[config.mk]
export PLATFORM = sky130hd
export DESIGN_NAME = clkmon_multi
export DESIGN_NICKNAME = d
export VERILOG_FILES = /design/src/rtl/clkmon_pkg.sv /design/src/rtl/clkmon_ch.sv /design/src/rtl/clkmon_multi.sv
export SDC_FILE = /design/constraint.sdc
export NUM_CORES = 1
export LEC_CHECK = 0
export BUFFER_PORTS_ARGS = -buffer_cell sky130_fd_sc_hd__buf_2
export CAP_MARGIN = 10
export CORE_ASPECT_RATIO = 1.25
export CORE_MARGIN = 8
export CORE_UTILIZATION = 45
export DETAILED_ROUTE_END_ITERATION = 8
export GPL_TIMING_DRIVEN = 0
export PLACE_DENSITY = 0.77
export REMOVE_ABC_BUFFERS = 1
export SKIP_LAST_GASP = 1
export SYNTH_ARGS = -nofsm -noshare
export SYNTH_HDL_FRONTEND = slang
export SYNTH_SLANG_ARGS = --single-unit
[constraint.sdc]
create_clock -name CLK -period 7.5 [get_ports CLK]
set_clock_uncertainty 0.2 [all_clocks]
set_input_delay 0.75 -clock CLK [delete_from_list [all_inputs] [get_ports CLK]]
set_output_delay 0.75 -clock CLK [all_outputs]
set_load 0.1 [all_outputs]
[src/rtl/clkmon_pkg.sv]
// Shared types and constants for the multi-channel clock frequency monitor.
package clkmon_pkg;

   typedef enum logic [1:0] {
      StIdle,
      StArm,
      StMeasure
   } state_e;

   localparam int unsigned ARM_CYCLES = 2;

   localparam int unsigned DEF_CH     = 4;
   localparam int unsigned DEF_CNT_W  = 16;
   localparam int unsigned DEF_GATE   = 100000;
   localparam int unsigned DEF_GATE_W = 24;
   localparam int unsigned DEF_SYNC   = 2;

   // "No measurement" marker: all ones in the low w bits (w <= 32).
   function automatic logic [31:0] all_ones(input int unsigned w);
      return 32'hFFFF_FFFF >> (32 - w);
   endfunction

endpackage

[src/rtl/clkmon_ch.sv]
// One monitor channel: toggle-line synchroniser, edge detect, saturating edge counter,
// end-of-window snapshot, limit compare and sticky alarm.
module clkmon_ch
   import clkmon_pkg::*;
#(
   parameter int unsigned P_CNT_W = DEF_CNT_W,
   parameter int unsigned P_SYNC  = DEF_SYNC
) (
   input  logic               CLK,
   input  logic               RESET_N,
   input  logic               tog,
   input  logic               arm,
   input  logic               meas,
   input  logic               term,
   input  logic [P_CNT_W-1:0] limit_lo,
   input  logic [P_CNT_W-1:0] limit_hi,
   input  logic               alarm_clr,
   output logic [P_CNT_W-1:0] freq,
   output logic               alarm,
   output logic               alarm_sticky
);

   localparam logic [P_CNT_W-1:0] CNT_MAX = P_CNT_W'(all_ones(P_CNT_W));

   logic [P_SYNC-1:0]  sync_q;
   logic               hist_q;
   logic               edge_det;
   logic [P_CNT_W-1:0] cnt_q, cnt_d;
   logic [P_CNT_W-1:0] snap;
   logic [P_CNT_W-1:0] freq_q;
   logic               alarm_q, alarm_d;
   logic               sticky_q, sticky_d;

   assign edge_det = sync_q[P_SYNC-1] ^ hist_q;

   // Count including this cycle's edge, so the terminal cycle's edge lands in the old window.
   assign snap = (edge_det && (cnt_q != CNT_MAX)) ? cnt_q + P_CNT_W'(1) : cnt_q;

   always_comb begin
      cnt_d    = cnt_q;
      alarm_d  = (snap < limit_lo) || (snap > limit_hi);
      sticky_d = sticky_q & ~alarm_clr;
      if (arm || term) begin
         cnt_d = '0;
      end else if (meas) begin
         cnt_d = snap;
      end
      if (term && alarm_d) begin
         sticky_d = 1'b1;
      end
   end

   always_ff @(posedge CLK or negedge RESET_N) begin
      if (!RESET_N) begin
         sync_q   <= '0;
         hist_q   <= 1'b0;
         cnt_q    <= '0;
         freq_q   <= CNT_MAX;
         alarm_q  <= 1'b0;
         sticky_q <= 1'b0;
      end else begin
         sync_q   <= {sync_q[P_SYNC-2:0], tog};
         hist_q   <= sync_q[P_SYNC-1];
         cnt_q    <= cnt_d;
         sticky_q <= sticky_d;
         if (term) begin
            freq_q  <= snap;
            alarm_q <= alarm_d;
         end
      end
   end

   assign freq         = freq_q;
   assign alarm        = alarm_q;
   assign alarm_sticky = sticky_q;

endmodule

[src/rtl/clkmon_multi.sv]
// Multi-channel frequency monitor: control FSM and gate counter shared by P_CH channels
// that count both edges of externally divided toggle lines over a fixed CLK window.
module clkmon_multi
   import clkmon_pkg::*;
#(
   parameter int unsigned P_CH     = DEF_CH,
   parameter int unsigned P_CNT_W  = DEF_CNT_W,
   parameter int unsigned P_GATE   = DEF_GATE,
   parameter int unsigned P_GATE_W = DEF_GATE_W,
   parameter int unsigned P_SYNC   = DEF_SYNC
) (
   input  logic                    CLK,
   input  logic                    RESET_N,
   input  logic [P_CH-1:0]         MON_TOG,
   input  logic                    CONT,
   input  logic                    START,
   input  logic [P_CH*P_CNT_W-1:0] LIMIT_LO,
   input  logic [P_CH*P_CNT_W-1:0] LIMIT_HI,
   input  logic [P_CH-1:0]         ALARM_CLR,
   output logic [P_CH*P_CNT_W-1:0] MON_FREQ,
   output logic                    MEAS_VALID,
   output logic [P_CH-1:0]         ALARM,
   output logic [P_CH-1:0]         ALARM_STICKY,
   output logic                    BUSY
);

   localparam logic [P_GATE_W-1:0] GATE_LOAD = P_GATE_W'(P_GATE - 1);
   localparam logic [1:0]          ARM_LAST  = 2'(ARM_CYCLES - 1);

   state_e              state_q, state_d;
   logic [1:0]          arm_q, arm_d;
   logic [P_GATE_W-1:0] gate_q, gate_d;
   logic                valid_q;
   logic                term;
   logic                arm;
   logic                meas;

   assign arm  = (state_q == StArm);
   assign meas = (state_q == StMeasure);
   assign term = meas && (gate_q == '0);

   always_comb begin
      state_d = state_q;
      arm_d   = arm_q;
      gate_d  = gate_q;
      case (state_q)
         StIdle: begin
            if (CONT || START) begin
               state_d = StArm;
               arm_d   = '0;
            end
         end
         StArm: begin
            gate_d = GATE_LOAD;
            if (arm_q == ARM_LAST) begin
               state_d = StMeasure;
            end else begin
               arm_d = arm_q + 2'd1;
            end
         end
         StMeasure: begin
            if (gate_q == '0) begin
               // Continuous mode reloads in the terminal cycle so windows abut exactly.
               if (CONT) begin
                  gate_d = GATE_LOAD;
               end else begin
                  state_d = StIdle;
               end
            end else begin
               gate_d = gate_q - P_GATE_W'(1);
            end
         end
         default: state_d = StIdle;
      endcase
   end

   always_ff @(posedge CLK or negedge RESET_N) begin
      if (!RESET_N) begin
         state_q <= StIdle;
         arm_q   <= '0;
         gate_q  <= '0;
         valid_q <= 1'b0;
      end else begin
         state_q <= state_d;
         arm_q   <= arm_d;
         gate_q  <= gate_d;
         valid_q <= term;
      end
   end

   assign MEAS_VALID = valid_q;
   assign BUSY       = (state_q != StIdle);

   for (genvar i = 0; i < P_CH; i++) begin : g_ch
      clkmon_ch #(
         .P_CNT_W (P_CNT_W),
         .P_SYNC  (P_SYNC)
      ) u_ch (
         .CLK          (CLK),
         .RESET_N      (RESET_N),
         .tog          (MON_TOG[i]),
         .arm          (arm),
         .meas         (meas),
         .term         (term),
         .limit_lo     (LIMIT_LO[i*P_CNT_W +: P_CNT_W]),
         .limit_hi     (LIMIT_HI[i*P_CNT_W +: P_CNT_W]),
         .alarm_clr    (ALARM_CLR[i]),
         .freq         (MON_FREQ[i*P_CNT_W +: P_CNT_W]),
         .alarm        (ALARM[i]),
         .alarm_sticky (ALARM_STICKY[i])
      );
   end

endmodule
== Word-level counts from Yosys, hierarchy flattened ==
Index checks and enable logic that the tools add are counted.

* Reductions and logical operators: 24
* Bitwise logic cells: 12
* Muxes and demuxes: 27
* Add/subtract/negate cells: 6
* Eq/ne operators: 13
* Order comparisons: 8

{| class="wikitable"
|+ Operators with widths
! kind !! count
|-
| $mux W16 || 12
|-
| $add A16 B1 Y16 const B || 4
|-
| $gt A16 B16 Y1 || 4
|-
| $lt A16 B16 Y1 || 4
|-
| $ne A16 B16 Y1 const B || 4
|-
| $mux W24 || 2
|-
| $pmux W24 S2 || 1
|-
| $logic_not A24 Y1 || 1
|-
| $sub A24 B1 Y24 const B || 1
|-
| $mux W2 || 6
|-
| $logic_and A1 B1 Y1 || 9
|-
| $ne A2 B2 Y1 const B || 4
|-
| $reduce_bool A2 Y1 || 4
|-
| $logic_or A1 B1 Y1 || 6
|-
| $pmux W2 S3 || 1
|-
| $and A1 B1 Y1 || 4
|-
| $eq A2 B1 Y1 const B || 2
|-
| $mux W1 || 4
|-
| $not A1 Y1 || 4
|-
| $pmux W2 S2 || 1
|-
| $reduce_and A4 Y1 || 1
|-
| $xor A1 B1 Y1 || 4
|-
| $ne A3 B3 Y1 const B || 1
|-
| $reduce_and A3 Y1 || 1
|-
| other kinds (5) || 5
|}

* Bits in registers: 177
* Output and inout bits: 74
* Word-level logic and storage cells: 118

== Depth between registers and ports, before layout ==
Gate-level depths: netlist of run 1.

* Depth after elaboration: 7
* Mapped depth: 14

== Cells and area by module ==
From an unflattened synthesis of run 1, not the netlist that was laid out.

* Cell total of the unflattened synthesis: 1390
* Area, all modules: 12956.2 µm²

{| class="wikitable"
|+ By module, submodules not included
! module !! instances !! sequential area each (µm²) !! cells an instance !! area each (µm²)
|-
| clkmon_ch (g_ch[3].u_ch) || 1 || 945.9 || 306 || 2879.0
|-
| clkmon_ch (g_ch[2].u_ch) || 1 || 945.9 || 311 || 2861.5
|-
| clkmon_ch (g_ch[1].u_ch) || 1 || 945.9 || 298 || 2793.9
|-
| clkmon_ch (g_ch[0].u_ch) || 1 || 945.9 || 287 || 2663.8
|-
| clkmon_multi || 1 || 725.7 || 188 || 1757.9
|}

== Worst setup path after synthesis of run 1 ==
Ideal clock, no wire load.

* Path kind: reg2reg
* From: register g_ch[0].u_ch.cnt_q[0]
* To: register g_ch[0].u_ch.sticky_q
* Data required time: 7.230 ns
* Path buffers: 0
* Path slack: 3.993 ns
* Setup time: 0.070 ns
* Stages on the path, launching flop included: 15
* Arrival time: 3.237 ns
* Cells stage by stage: dfrtp_1 ha_1 nand2_1 nor3_1 a21oi_1 and3_1 xnor2_1 inv_1 ha_1 a21o_1 a21o_1 a211o_1 a2111oi_0 o31ai_1 nand3_1

* Word-level cells in the longest chain between the ends: 7

{| class="wikitable"
|+ RTL lines
! element !! RTL line !! text
|-
| start: declaration || clkmon_ch.sv:28 || <nowiki>logic [P_CNT_W-1:0] cnt_q, cnt_d;</nowiki>
|-
| start signal: assignment || clkmon_ch.sv:64 || <nowiki>cnt_q <= cnt_d;</nowiki>
|-
| parallel branches: the longest is 2 deep, another holds $add A16 B1 Y16 || - ||
|-
| $mux W16 * || clkmon_ch.sv:37 || <nowiki>assign snap = (edge_det && (cnt_q != CNT_MAX)) ? cnt_q + P_CNT_W'(1) : cnt_q;</nowiki>
|-
| net g_ch[0].u_ch.snap[5] || clkmon_ch.sv:29 || <nowiki>logic [P_CNT_W-1:0] snap;</nowiki>
|-
| $lt A16 B16 Y1 / $gt A16 B16 Y1 (equally long branches) || clkmon_ch.sv:41 || <nowiki>alarm_d = (snap < limit_lo) || (snap > limit_hi);</nowiki>
|-
| $logic_or A1 B1 Y1 * || clkmon_ch.sv:41 ||
|-
| $logic_and A1 B1 Y1 * || clkmon_ch.sv:48 || <nowiki>if (term && alarm_d) begin</nowiki>
|-
| $mux W1 * || clkmon_ch.sv:48 ||
|-
| net g_ch[0].u_ch.sticky_d || clkmon_ch.sv:32 || <nowiki>logic sticky_q, sticky_d;</nowiki>
|-
| end signal: assignment || clkmon_ch.sv:65 || <nowiki>sticky_q <= sticky_d;</nowiki>
|-
| end: declaration || clkmon_ch.sv:32 ||
|}

Mark *: on every way through the listed nets, which the timed path passes.
A chain may end at the register's enable or synchronous reset.

== Worst setup path in the final report of run 1 ==
* From: register gate_q[0]
* To: register g_ch[0].u_ch.freq_q[14]

* Word-level cells in the longest chain between the ends: 2

{| class="wikitable"
|+ RTL lines
! element !! RTL line !! text
|-
| start: declaration || clkmon_multi.sv:32 || <nowiki>logic [P_GATE_W-1:0] gate_q, gate_d;</nowiki>
|-
| start signal: assignment || clkmon_multi.sv:86 || <nowiki>gate_q <= gate_d;</nowiki>
|-
| $logic_not A24 Y1 || clkmon_multi.sv:40 || <nowiki>assign term = meas && (gate_q == '0);</nowiki>
|-
| $logic_and A1 B1 Y1 || clkmon_multi.sv:40 ||
|-
| end signal: assignment || clkmon_ch.sv:67 || <nowiki>freq_q <= snap;</nowiki>
|-
| end: declaration || clkmon_ch.sv:30 || <nowiki>logic [P_CNT_W-1:0] freq_q;</nowiki>
|}

Every way passes these cells.

==> flow_summary.json, run 1 <==
{
  "status": "complete, no violations",
  "min_path_type": "in2async",
  "cts_buffers": 17,
  "nNetsFinal": 1863,
  "drt-vias-per-instance": 5.618,
  "antenna_found_initial": 0,
  "die_area_um2": 32640,
  "grt.total_usage_pct": 19.68,
  "fin_crit_sh_pct": 59.19,
  "busiest_layer": "met2",
  "layout_common_cells": "buf_2, inv_1, nand2_1",
  "cts_tree": "done",
  "synth_edf_count": 0,
  "synthArstFlopShare_pct": 100.0,
  "layout-drive-gt1-share_pct": 22.60,
  "gp_congestion": 0.8357,
  "clk_path_buf_depth": 2,
  "initial_core_util_pct": 45.57,
  "synth.distinct_cells": 76,
  "routed_wl_um": 32370,
  "hpwl_um": 24240,
  "crit_type": "reg2reg",
  "ys_seq_area_share_pct": 37.00,
  "power_density_nw_per_um2": 214.3,
  "drtIter0Drc": 607,
  "die_h_um": 200.0,
  "fin_setup_tns_ns": 0,
  "clock_sinks": 177,
  "peakVddDrop_mv": 0.2775,
  "synth_ff_type": "dfrtp_1",
  "fin_crit_ns": 4.439,
  "first_pass_iters": 5,
  "drc_errors": 0,
  "io_buffers": 213,
  "r2r_cells": 9,
  "cts_setup_buffers": 0,
  "wl_per_cell_um": 16.62,
  "cap_violations": 0,
  "dr_total_vias": 10940,
  "crit_arrival_ns": 4.60,
  "worst_pin_slew_ns": 1.214,
  "syn_avg_cell_area_um2": 8.686,
  "rows": 67,
  "cts_hold_buf": 0,
  "chipWidth_um": 163.2,
  "cellLeakagePower_nw": 7.234,
  "critical_path.endpoint_type": "flip-flop",
  "synth_area_um2": 12190,
  "critical_path.max_fanout": 50,
  "globalRouteMet2Util_pct": 35.30,
  "slew_violations": 0,
  "final_cells": 1947,
  "cts-root-buf": "clkbuf_16",
  "cp.required_ns": 7.66,
  "grt_pass1_wl_um": 52810,
  "pin_count": 214,
  "yosys_warnings": 0,
  "use_met1_pct": 22.06,
  "use_met3_pct": 3.857,
  "drtAntennaViolNets": 0,
  "n_antenna_cell": 0,
  "setup_viol": 0,
  "ys_ff_latch": 177,
  "ctsResizeCount": 0,
  "max_freq_mhz": 225.3,
  "grt_pass1_vias": 11080,
  "slew_headroom_pct": 18.97,
  "rsz0062_at_grt": "no",
  "grt_remaining_overflow": 0,
  "path_clk_slew_ns": 0.07,
  "synth_cells": 1403,
  "cts-htree-levels": 4,
  "core_area_um2": 26740,
  "mostFrequentLayoutCell": "buf_2",
  "clk_latency_ns": 0.45,
  "grt_max_degree": 97,
  "area_growth_pct": 16.93,
  "startpoint_type": "flip-flop",
  "placed_cells": 1913,
  "hold_viol_final": 0
}
[Yosys cell counts, types with 3 or more instances]
library cell  count  area, um2
inv_1           160      600.6
nand2_1         153      574.3
ha_1            134       1677
dfrtp_1         113       2828
o21ai_0         109      545.5
nor2_1           97      364.1
a21oi_1          79      395.4
dfstp_2          64       1682
nand3_1          49      245.2
nand4_1          38      237.7
xnor2_1          34      297.8
nor3_1           32      160.2
clkbuf_1         31      116.4
mux2_2           30      337.8
xor2_1           28      245.2
a31oi_1          17      106.4
nor4_1           17      106.4
a21o_1           16      120.1
and3_1           16      100.1
o2bb2ai_1        14      122.6
buf_2            13      65.06
o31ai_1          11      82.58
o211ai_1         10      75.07
a211oi_1          9      67.56
buf_4             8      60.06
o22ai_1           8      50.05
and4_1            7      61.31
or3_1             7      43.79
a211o_1           6      52.55
nand2b_1          6      37.54
o21a_1            6      45.04
a2111oi_0         5      43.79
o21ai_1           5      25.02
or4_1             5      37.54
mux2i_1           4      40.04
a32o_1            3      30.03
and2_1            3      18.77
buf_1             3      11.26
nor3b_1           3      22.52
o21ai_2           3      26.28
o41ai_1           3      26.28
or2_2             3      18.77
[through the flow]
stage / util (%) / total power, mW / instance area [um2] / hold WS, ns / setup WS (ns)
floorplan: - / 1.689 / 11920 / 0.1312 / 3.118
global placement: 50.18 / 1.974 / 13420 / 0.1343 / 0.5182
detailed placement: 50.77 / 2.071 / 13580 / 0.1365 / 2.854
CTS: 53.16 / 3.047 / 14210 / 0.1234 / 2.871
global route: 53.29 / 3.230 / 14250 / 0.1291 / 2.735
finish: 53.29 / 3.054 / 14250 / 0.09128 / 3.061
[worst max-delay path, stage by stage (launching register included)]
cell	delay, ns
dfrtp_1	0.41
inv_1	0.07
ha_1	0.19
nor3b_1	0.56
and2_0	0.34
nand4_1	0.67
buf_8	0.41
buf_8	0.17
inv_2	0.87
mux2_2	0.43
[power by group]
part,internal [mW],total [mW],switching (mW)
logic,0.365,1.03,0.660
clock network,0.559,0.971,0.411
registers,1.00,1.06,0.0569
[worst paths after layout]
path                       slack [ns]                   start                endpoint
setup / recovery                 3.06               gate_q[0]   g_ch[0].u_ch.freq[14]
hold / removal                   0.09                 RESET_N   g_ch[3].u_ch.cnt_q[3]
setup reg to reg                 3.06               gate_q[0]   g_ch[0].u_ch.freq[14]
hold reg to reg                  0.15  g_ch[0].u_ch.sync_q[0]  g_ch[0].u_ch.sync_q[1]
max in group asynchronous        6.09                 RESET_N    g_ch[1].u_ch.freq[8]
min in group CLK                 0.15  g_ch[0].u_ch.sync_q[0]  g_ch[0].u_ch.sync_q[1]
[metal layers]
metal  share of wire (%)  wire length (um)
met4                 3.1              1006
met2                  52             16950
met5                   0                 0
met1                  39             12730
met3                 5.2              1677
[cell families after synthesis]
kind of cell	Yosys count	synth area share, %
AOI/OAI and AO/OA	328	16.86
xor gates and xnor gates	62	4.456
adders and majority gates	134	13.76
buffers and inverters	218	7.156
DFF	177	37.00
muxes	35	3.193
and+or+nand+nor	449	17.58
[state kept, by name (all words and copies together) (netlist names)]
register                cells
g_ch.u_ch.cnt_q            64
gate_q                     24
g_ch.u_ch.sync_q            8
arm_q                       2
g_ch.u_ch.alarm_sticky      4
MEAS_VALID                  1
g_ch.u_ch.hist_q            4
g_ch.u_ch.alarm             4
state_q                     2
g_ch.u_ch.freq             64
[final cells by class]
class                           count  area, um2
Inverter                          162      608.1
Tap cell                          345      431.7
Fill cell                        2380      12490
Clock buffer                       22      508.0
Clock inverter                     10      128.9
Sequential cell                   177       4509
Timing Repair Buffer              223       1249
Multi-Input combinational cell   1008       6815
Power figures use the tool's default switching activity.
==> run 2: changes to the inputs <==
--- a/config.mk
+++ b/config.mk
@@ -12,7 +12,7 @@
 export CORE_UTILIZATION = 45
 export DETAILED_ROUTE_END_ITERATION = 8
 export GPL_TIMING_DRIVEN = 0
-export PLACE_DENSITY = 0.77
+export PLACE_DENSITY = 0.8
 export REMOVE_ABC_BUFFERS = 1
 export SKIP_LAST_GASP = 1
 export SYNTH_ARGS = -nofsm -noshare
==> constraint.sdc (replaced) <==
create_clock -name CLK -period 3.9 [get_ports CLK]
set_clock_uncertainty 0.2 [all_clocks]
set_input_delay 0.39 -clock CLK [delete_from_list [all_inputs] [get_ports CLK]]
set_output_delay 0.39 -clock CLK [all_outputs]
set_load 0.1 [all_outputs]
==> flow_summary.json, run 2 (synthesized netlist as in run 1, its figures left out) <==
{
  "status": "complete, no violations",
  "pin_count": 214,
  "critical_path.endpoint_type": "flip-flop",
  "first_pass_iters": 6,
  "placed_cells": 1913,
  "clk_latency_ns": 0.44,
  "fin_crit_ns": 3.679,
  "crit_chain": "ha_2, nand2_1, nor3_4, a21oi_2, and3_1, xnor2_1, inv_1, ha_1, a21o_1, a21o_1, a211o_1, a2111oi_1, o31ai_1, nand3_1",
  "dpl-instance-area_um2": 13590,
  "mostFrequentLayoutCell": "buf_2",
  "final_area_um2": 14590,
  "cts-htree-levels": 4,
  "cts_tree": "done",
  "rows": 67,
  "nNetsFinal": 1882,
  "grt_remaining_overflow": 0,
  "cp.required_ns": 4.07,
  "routed_wl_um": 33310,
  "seqCellArea_um2": 4513,
  "chipWidth_um": 163.2,
  "multiInputGateArea_um2": 7030,
  "grt.total_usage_pct": 19.98,
  "critical_path.max_fanout": 7,
  "antenna_found_initial": 0,
  "grt_pass1_wl_um": 53300,
  "drc_errors": 0,
  "slowest_stage": "dfrtp_2",
  "peakVddDrop_mv": 0.6836,
  "crit_arrival_ns": 3.85,
  "max_stage_delay_ns": 0.43,
  "initial_core_util_pct": 45.57,
  "drtIter0Drc": 578,
  "die_area_um2": 32640,
  "cellLeakagePower_nw": 7.364,
  "n_antenna_cell": 0,
  "gp_congestion": 0.8542,
  "fillers": 2353,
  "drt-vias-per-instance": 5.633,
  "crit_type": "reg2reg",
  "hold_viol_final": 0,
  "finalWorstSetupSlack_ns": 0.2213,
  "hpwl_um": 24550,
  "worst_pin_slew_ns": 1.016,
  "cts-root-buf": "clkbuf_16",
  "layout_common_cells": "buf_2, inv_1, nand2_1",
  "max_freq_mhz": 271.8,
  "fin_crit_sh_pct": 94.33,
  "power_density_nw_per_um2": 398.9,
  "wl_per_cell_um": 16.94,
  "final_cells": 1966,
  "io_buffers": 213,
  "layout-drive-gt1-share_pct": 25.23,
  "slew_headroom_pct": 31.92,
  "grt_pass1_vias": 11230,
  "cts_buffers": 17,
  "die_h_um": 200.0,
  "startpoint_type": "flip-flop",
  "setup_viol": 0,
  "dr_total_vias": 11070,
  "post-route-util_pct": 54.56,
  "slew_violations": 0,
  "drtAntennaViolNets": 0,
  "clk_path_buf_depth": 2,
  "cap_violations": 0,
  "path_clk_slew_ns": 0.07,
  "clock_sinks": 177,
  "crit_top_cell": "a21o_1",
  "core_area_um2": 26740,
  "grt_max_degree": 100,
  "min_path_type": "in2reg",
  "area_growth_pct": 19.72,
  "pre_cts_slack_ns": -0.7300
}
-- run 2: worst paths after layout --
kind	to	start	slack, ns	cells after the start
hold / removal	g_ch[0].u_ch.alarm_sticky	ALARM_CLR[0]	0.02	3
setup / recovery	g_ch[0].u_ch.alarm_sticky	g_ch[0].u_ch.cnt_q[0]	0.22	14
max in group asynchronous	g_ch[0].u_ch.cnt_q[0]	RESET_N	2.24	3
setup reg to reg	g_ch[0].u_ch.alarm_sticky	g_ch[0].u_ch.cnt_q[0]	0.22	14
min in group asynchronous	g_ch[3].u_ch.cnt_q[0]	RESET_N	0.32	2
hold reg to reg	g_ch[2].u_ch.sync_q[1]	g_ch[2].u_ch.sync_q[0]	0.15	0
-- run 2: stage by stage --
step / hold WS (ns) / power, mW / TNS (ns)
3_3_place_gp: 0.1344 / 3.793 / -334.27
6_report: 0.02422 / 5.820 / 0
4_1_cts: 0.008242 / 5.804 / 0
2_1_floorplan: -0.1056 / 3.248 / -19.45
5_1_grt: 0.04090 / 6.146 / -0.004158
3_5_place_dp: 0.1358 / 3.962 / -40.97
-- run 2: metal layers --
layer  GRT usage [%]  routed length [um]  vias up  share of wire (%)
met5               0                   0        -                  0
met4           8.373                 823        0                2.5
met3           3.693                1601       81                4.8
met2           37.11               17920      313                 54
met1           21.88               12960     5324                 39
li1                -                   -     5356                  -
-- run 2: power breakdown --
part           leakage (nW)  switching, mW  internal [mW]
sequential             2.12          0.109           1.93
clock                 0.277          0.794          0.959
combinational          4.96           1.33          0.698
total                  7.36           2.24           3.58
-- run 2: repair_timing --
action	4_1_cts	5_1_grt
hold buffers	8	0
setup endpoints to repair	117	56
pin swaps	1	6
hold endpoints to repair	48	0
cloned	1	0
resized for setup	12	36
buffers inserted	3	8
-- run 2: final cells by class --
type / instances / share of cell area (%)
inverters: 162 / 4.288
clock buffers: 19 / 2.967
repair buffers: 241 / 9.570
clock inverters: 13 / 1.063
well taps: 345 / 2.959
flip-flops and latches: 177 / 30.93
repair inverters: 1 / 0.03430
multi-input cells: 1008 / 48.19
-- run 2: worst max-delay path, delay by kind of cell (launching register included) --
| family | cells | cell delay [ns] |
|---|---|---|
| buffers and inverters | 1 | 0.13 |
| AO/OA/AOI/OAI | 6 | 1.36 |
| adder cells (fa/ha/maj) | 2 | 0.56 |
| flip-flops | 1 | 0.43 |
| XOR/XNOR | 1 | 0.24 |
| AND/OR/NAND/NOR | 4 | 0.69 |
